File: src/rtl/clock_gating_ctrl.sv
// Idle-driven clock-gate enable controller with a wake handshake.
// Optional gated-cycle counter: define CLOCK_GATING_STATS_EN.
module clock_gating_ctrl #(
  parameter int CNT_W       = 8,
  parameter int WAKE_CYCLES = 2,
  parameter int STAT_W      = 32
) (
  input  logic              clk_i,
  input  logic              rst_ni,
  input  logic              cfg_en_i,
  input  logic [CNT_W-1:0]  idle_thr_i,
  input  logic              busy_i,
  input  logic              req_valid_i,
  output logic              req_ready_o,
  output logic              en_o,
  output logic              gated_o,
  output logic [STAT_W-1:0] gated_cycles_o
);

  typedef enum logic [1:0] {
    ACTIVE,
    GATED,
    WAKE
  } state_e;

  localparam int WK_W =
    (WAKE_CYCLES > 1) ? $clog2(WAKE_CYCLES) : 1;
  localparam logic [WK_W-1:0] WK_LD =
    WK_W'((WAKE_CYCLES > 0) ? WAKE_CYCLES - 1 : 0);

  state_e          state_q;
  logic [CNT_W-1:0] idle_q;
  logic [WK_W-1:0] wk_q;
  logic            en_q;
  logic            ready_q;
  logic            gated_q;

  logic             act;
  logic [CNT_W-1:0] thr_m1;
  logic             thr_hit;

  assign act     = busy_i | req_valid_i | ~cfg_en_i;
  assign thr_m1  = idle_thr_i - CNT_W'(1);
  // >= so a threshold lowered mid-count still gates
  assign thr_hit = (idle_q >= thr_m1);

  always_ff @(posedge clk_i) begin
    if (!rst_ni) begin
      state_q <= ACTIVE;
      idle_q  <= '0;
      wk_q    <= '0;
      en_q    <= 1'b1;
      ready_q <= 1'b1;
      gated_q <= 1'b0;
    end else begin
      unique case (state_q)
        ACTIVE: begin
          if (act || (idle_thr_i == '0)) begin
            idle_q <= '0;
          end else if (thr_hit) begin
            state_q <= GATED;
            idle_q  <= '0;
            en_q    <= 1'b0;
            ready_q <= 1'b0;
            gated_q <= 1'b1;
          end else if (idle_q != '1) begin
            idle_q <= idle_q + CNT_W'(1);
          end
        end
        GATED: begin
          idle_q <= '0;
          if (act) begin
            en_q    <= 1'b1;
            gated_q <= 1'b0;
            if (WAKE_CYCLES == 0) begin
              state_q <= ACTIVE;
              ready_q <= 1'b1;
            end else begin
              state_q <= WAKE;
              wk_q    <= WK_LD;
            end
          end
        end
        WAKE: begin
          // settle time runs to completion whatever the inputs do
          idle_q <= '0;
          if (wk_q == '0) begin
            state_q <= ACTIVE;
            ready_q <= 1'b1;
          end else begin
            wk_q <= wk_q - WK_W'(1);
          end
        end
        default: begin
          state_q <= ACTIVE;
          idle_q  <= '0;
          en_q    <= 1'b1;
          ready_q <= 1'b1;
          gated_q <= 1'b0;
        end
      endcase
    end
  end

  assign en_o        = en_q;
  assign req_ready_o = ready_q;
  assign gated_o     = gated_q;

`ifdef CLOCK_GATING_STATS_EN
  logic [STAT_W-1:0] stat_q;

  always_ff @(posedge clk_i) begin
    if (!rst_ni) begin
      stat_q <= '0;
    end else if (!en_q) begin
      stat_q <= stat_q + STAT_W'(1);
    end
  end

  assign gated_cycles_o = stat_q;
`else
  assign gated_cycles_o = '0;
`endif

endmodule

File: config.mk
export PLATFORM = sky130hd
export DESIGN_NAME = clock_gating_ctrl
export DESIGN_NICKNAME = d
export VERILOG_FILES = /design/src/rtl/clock_gating_ctrl.sv
export SDC_FILE = /design/constraint.sdc
export NUM_CORES = 1
export LEC_CHECK = 0
export BUFFER_PORTS_ARGS = -buffer_cell sky130_fd_sc_hd__buf_2
export CAP_MARGIN = 30
export CORE_MARGIN = 1
export CORE_UTILIZATION = 34
export DETAILED_ROUTE_END_ITERATION = 10
export SYNTH_ARGS = -nofsm -noshare
export SYNTH_HDL_FRONTEND = slang
export SYNTH_SLANG_ARGS = --single-unit
File: constraint.sdc
create_clock -name clk_i -period 7.89 [get_ports clk_i]
set_clock_uncertainty 0.15 [all_clocks]
set_input_delay 1.578 -clock clk_i [delete_from_list [all_inputs] [get_ports clk_i]]
set_output_delay 1.578 -clock clk_i [all_outputs]
set_load 0.1 [all_outputs]
==> summary.txt <==
Floorplanning
  • Die X: 60.82 um
  • Initial Util: 37.01%
  • Core area: 3178 um2
  • Die Area: 3698 um2
  • Die height: 60.82 um
  • IO Pins: 48
  • Rows: 20

Timing
  • Final Max Tran Viols: 0
  • Final period util: 54.48%
  • Final setup viols: 0
  • FMAX: 232.6 MHz
  • RSZ-0062 raised after global routing: false
  • Hold Vio Cnt, Final: 0
  • Worst-Margin Slew: 525.5 ps
  • PnR worst setup slack: 3592 ps
  • Worst slew margin relative to its limit: 64.47%
  • Post-route setup TNS: 0 ps
  • Min cycle time layout: 4298 ps

Detailed routing
  • Vias per inst: 4.471
  • Avg WL per Cell: 9.500 um
  • Final WL: 1938 um
  • First drt pass iteration count: 4
  • DRC viols: 0
  • DR iter-0 viols: 40
  • ANT nets after route: 0
  • Vias: 912

Setup path
  • Crit end category: register
  • Critical path type: in -> reg
  • WP data required: 7930 ps
  • Type of origin of the critical path: primary input
  • WP data arrival: 4340 ps
  • CP peak stage delay: 540 ps
  • Crit path max fanout: 8
  • Critical path cell sequence: buf_2 -> or4_4 -> nor4_1 -> xnor2_1 -> ha_1 -> a2111oi_0 -> o21ai_0 -> a21oi_1 -> nand4_1 -> a211oi_1
  • Critical path's slowest cell: or4_4
  • Buf/Inv on CP: 1
  • Critical path's top delay family: simple AND/OR/NAND/NOR gates

Job
  • Max Cap Viol: 0

Pwr
  • Internal power component: 106.2 uW
  • Pwr dens: 166.6 nW/um2
  • Logic gate share of total power: 40.1%
  • Switching share of total power: 47.68%
  • Flop pwr share: 34.9%
  • Sw Pwr: 96.81 uW
  • VDD IR-drop max: 0.1178 mV
  • Clk pwr share: 25.0%
  • P_leak: 0.0005222 uW

Finish
  • Antenna cells: 0
  • Final std cells w/o fill: 204
  • Fillers: 358
  • FF+latch area: 280.3 um2
  • Share of cells above drive strength 1: 15.00%
  • Fin nets: 185
  • Area Growth Syn to Fin: 3.617%
  • Multi-input logic area: 742.0 um2

Worst hold path
  • Hold Crit Class: reg -> reg

Placement
  • Port Buffers: 15
  • Post-Place Cells: 200
  • Dpl hpwl: 1626 um
  • Pre-CTS setup slack: 3268 ps
  • GP Congestion: 0.7719

Clock network
  • Post-CTS sizing: 0
  • Post-CTS Setup Bufs: 0
  • Sink Count: 14
  • Max clock buf depth: 2
  • CTS buffer count: 3
  • CTS tree: done
  • CTS root buf: clkbuf_4
  • Cts hold-fix bufs: 0
  • Clk_lat worst skew: 270 ps
  • H-tree depth: 1
  • CTS clk-pin slew, worst paths: 80 ps

Synthesis
  • Syn Area/Cell: 8.283 um2
  • Post-synthesis cell area: 1176 um2
  • Yosys reg bits: 14
  • Post-synthesis sequential area ratio: 23.83%
  • Syn Inst Count: 142
  • Synth unique cells: 36
  • Syn. warnings: 0

Global route
  • Total gr overflow: 0
  • First-pass GRT wire length: 3187 um
  • Gr usage total: 11.50%
  • Largest net degree at the start of global routing: 9
  • Initial antenna violation count: 0
  • Vias in the first global route: 774

Status
  • Status: complete, no violations
## path summary, 6_finish.rpt
path                            slack, ps  cells after the start        end     startpoint
worst max-delay path                 3590                     10  idle_q[2]  idle_thr_i[2]
worst min register to register        310                      2    gated_o        gated_o
worst max register to register       5470                      7  idle_q[2]      idle_q[0]
worst min-delay path                  310                      2    gated_o        gated_o
## synthesized netlist by cell type
cell type  instances  share of area [%]
nand2b_1           1               0.53
and3_1             1               0.53
a211oi_1           2                1.3
nand2_1            5                1.6
a31oi_1            1               0.53
or3b_2             1               0.74
inv_1              8                2.6
or3_1              1               0.53
xnor2_1            7                5.2
and2_1             1               0.53
nor3_1             4                1.7
o21ba_1            1               0.85
ha_1              11                 12
a21boi_0           3                1.9
a2111oi_0          1               0.74
or3_2              1               0.64
or4b_4             1                1.2
nor3b_1            1               0.64
or4_4              1               0.96
nand4_1            3                1.6
conb_1             1               0.32
a21oi_1            4                1.7
o21bai_1           1               0.64
a2111o_1           1               0.96
nand3_1            4                1.7
dfxtp_1           14                 24
o21ai_1            1               0.43
nor4_1             1               0.53
nor2_1            15                4.8
o21a_1             1               0.64
mux2i_1            1               0.85
xor2_1             3                2.2
buf_4             32                 20
nor4b_1            3                2.2
o21ai_0            4                1.7
a31oi_2            1                1.1
## per-stage QoR
stage | cell area [um2] | util, % | hold WS (ps) | power (uW)
floorplan | 1292 | - | 307.3 | 159.5
global placement | 1182 | 37.20 | 296.0 | 153.2
detailed placement | 1182 | 37.20 | 298.6 | 153.8
CTS | 1219 | 38.35 | 311.9 | 205.0
global route | 1219 | 38.35 | 337.6 | 211.3
finish | 1219 | 38.35 | 307.4 | 203.0
## power by group through the flow
stage               Combinational (uW)  Sequential, uW  Clock [uW]
floorplan                         86.8            72.7           0
finish                            81.4            70.9        50.8
global route                      84.9            71.0        55.5
detailed placement                81.2            72.6           0
CTS                               81.2            70.9        52.8
global placement                  80.7            72.6           0
## state kept, by name, summed over array words and instances, names as in the netlist
register and count:
wk_q 1, en_o 1, idle_q 8, req_ready_o 1, state_q 2, gated_o 1
## cell usage in the layout (no fill, tap or decap), drive strengths merged, types with 2 or more instances in the layout
| cell type | count |
|---|---|
| nor3 | 4 |
| xor2 | 3 |
| nand2 | 5 |
| buf | 15 |
| ha | 11 |
| dfxtp | 14 |
| o21ai | 5 |
| a211oi | 2 |
| nand4 | 3 |
| clkbuf | 4 |
| nor4b | 3 |
| or3 | 2 |
| a21oi | 4 |
| conb | 32 |
| xnor2 | 7 |
| a21boi | 3 |
| inv | 8 |
| a31oi | 2 |
| nand3 | 4 |
| nor2 | 15 |
## tightest hold or removal path: stages (launching register included)
cell and delay, ps:
dfxtp_1 310, inv_1 50, o21bai_1 60
## layout make-up
type / count / area share (%)
repair buffers: 15 / 6.160
multi-input cells: 119 / 60.88
inverters: 8 / 2.464
clock buffers: 4 / 2.977
well taps: 44 / 4.517
flip-flops and latches: 14 / 23.00
## routing by layer
| metal | global-route usage [%] | share of wire [%] |
|---|---|---|
| met2 | 19.47 | 49 |
| met3 | 4.051 | 4.1 |
| met5 | 0 | 0 |
| met1 | 14.54 | 46 |
| met4 | 1.299 | 0 |
## kinds of logic after synthesis
group                      share of synthesized area [%]
xor gates and xnor gates                           7.447
buffers and inverters                              22.98
DFF                                                23.83
adders and majority gates                          11.70
AOI/OAI and AO/OA                                  12.45
other                                             0.3188
muxes                                             0.8511
and+or+nand+nor                                    20.43
No activity file was read; power rests on OpenSTA's default activity.
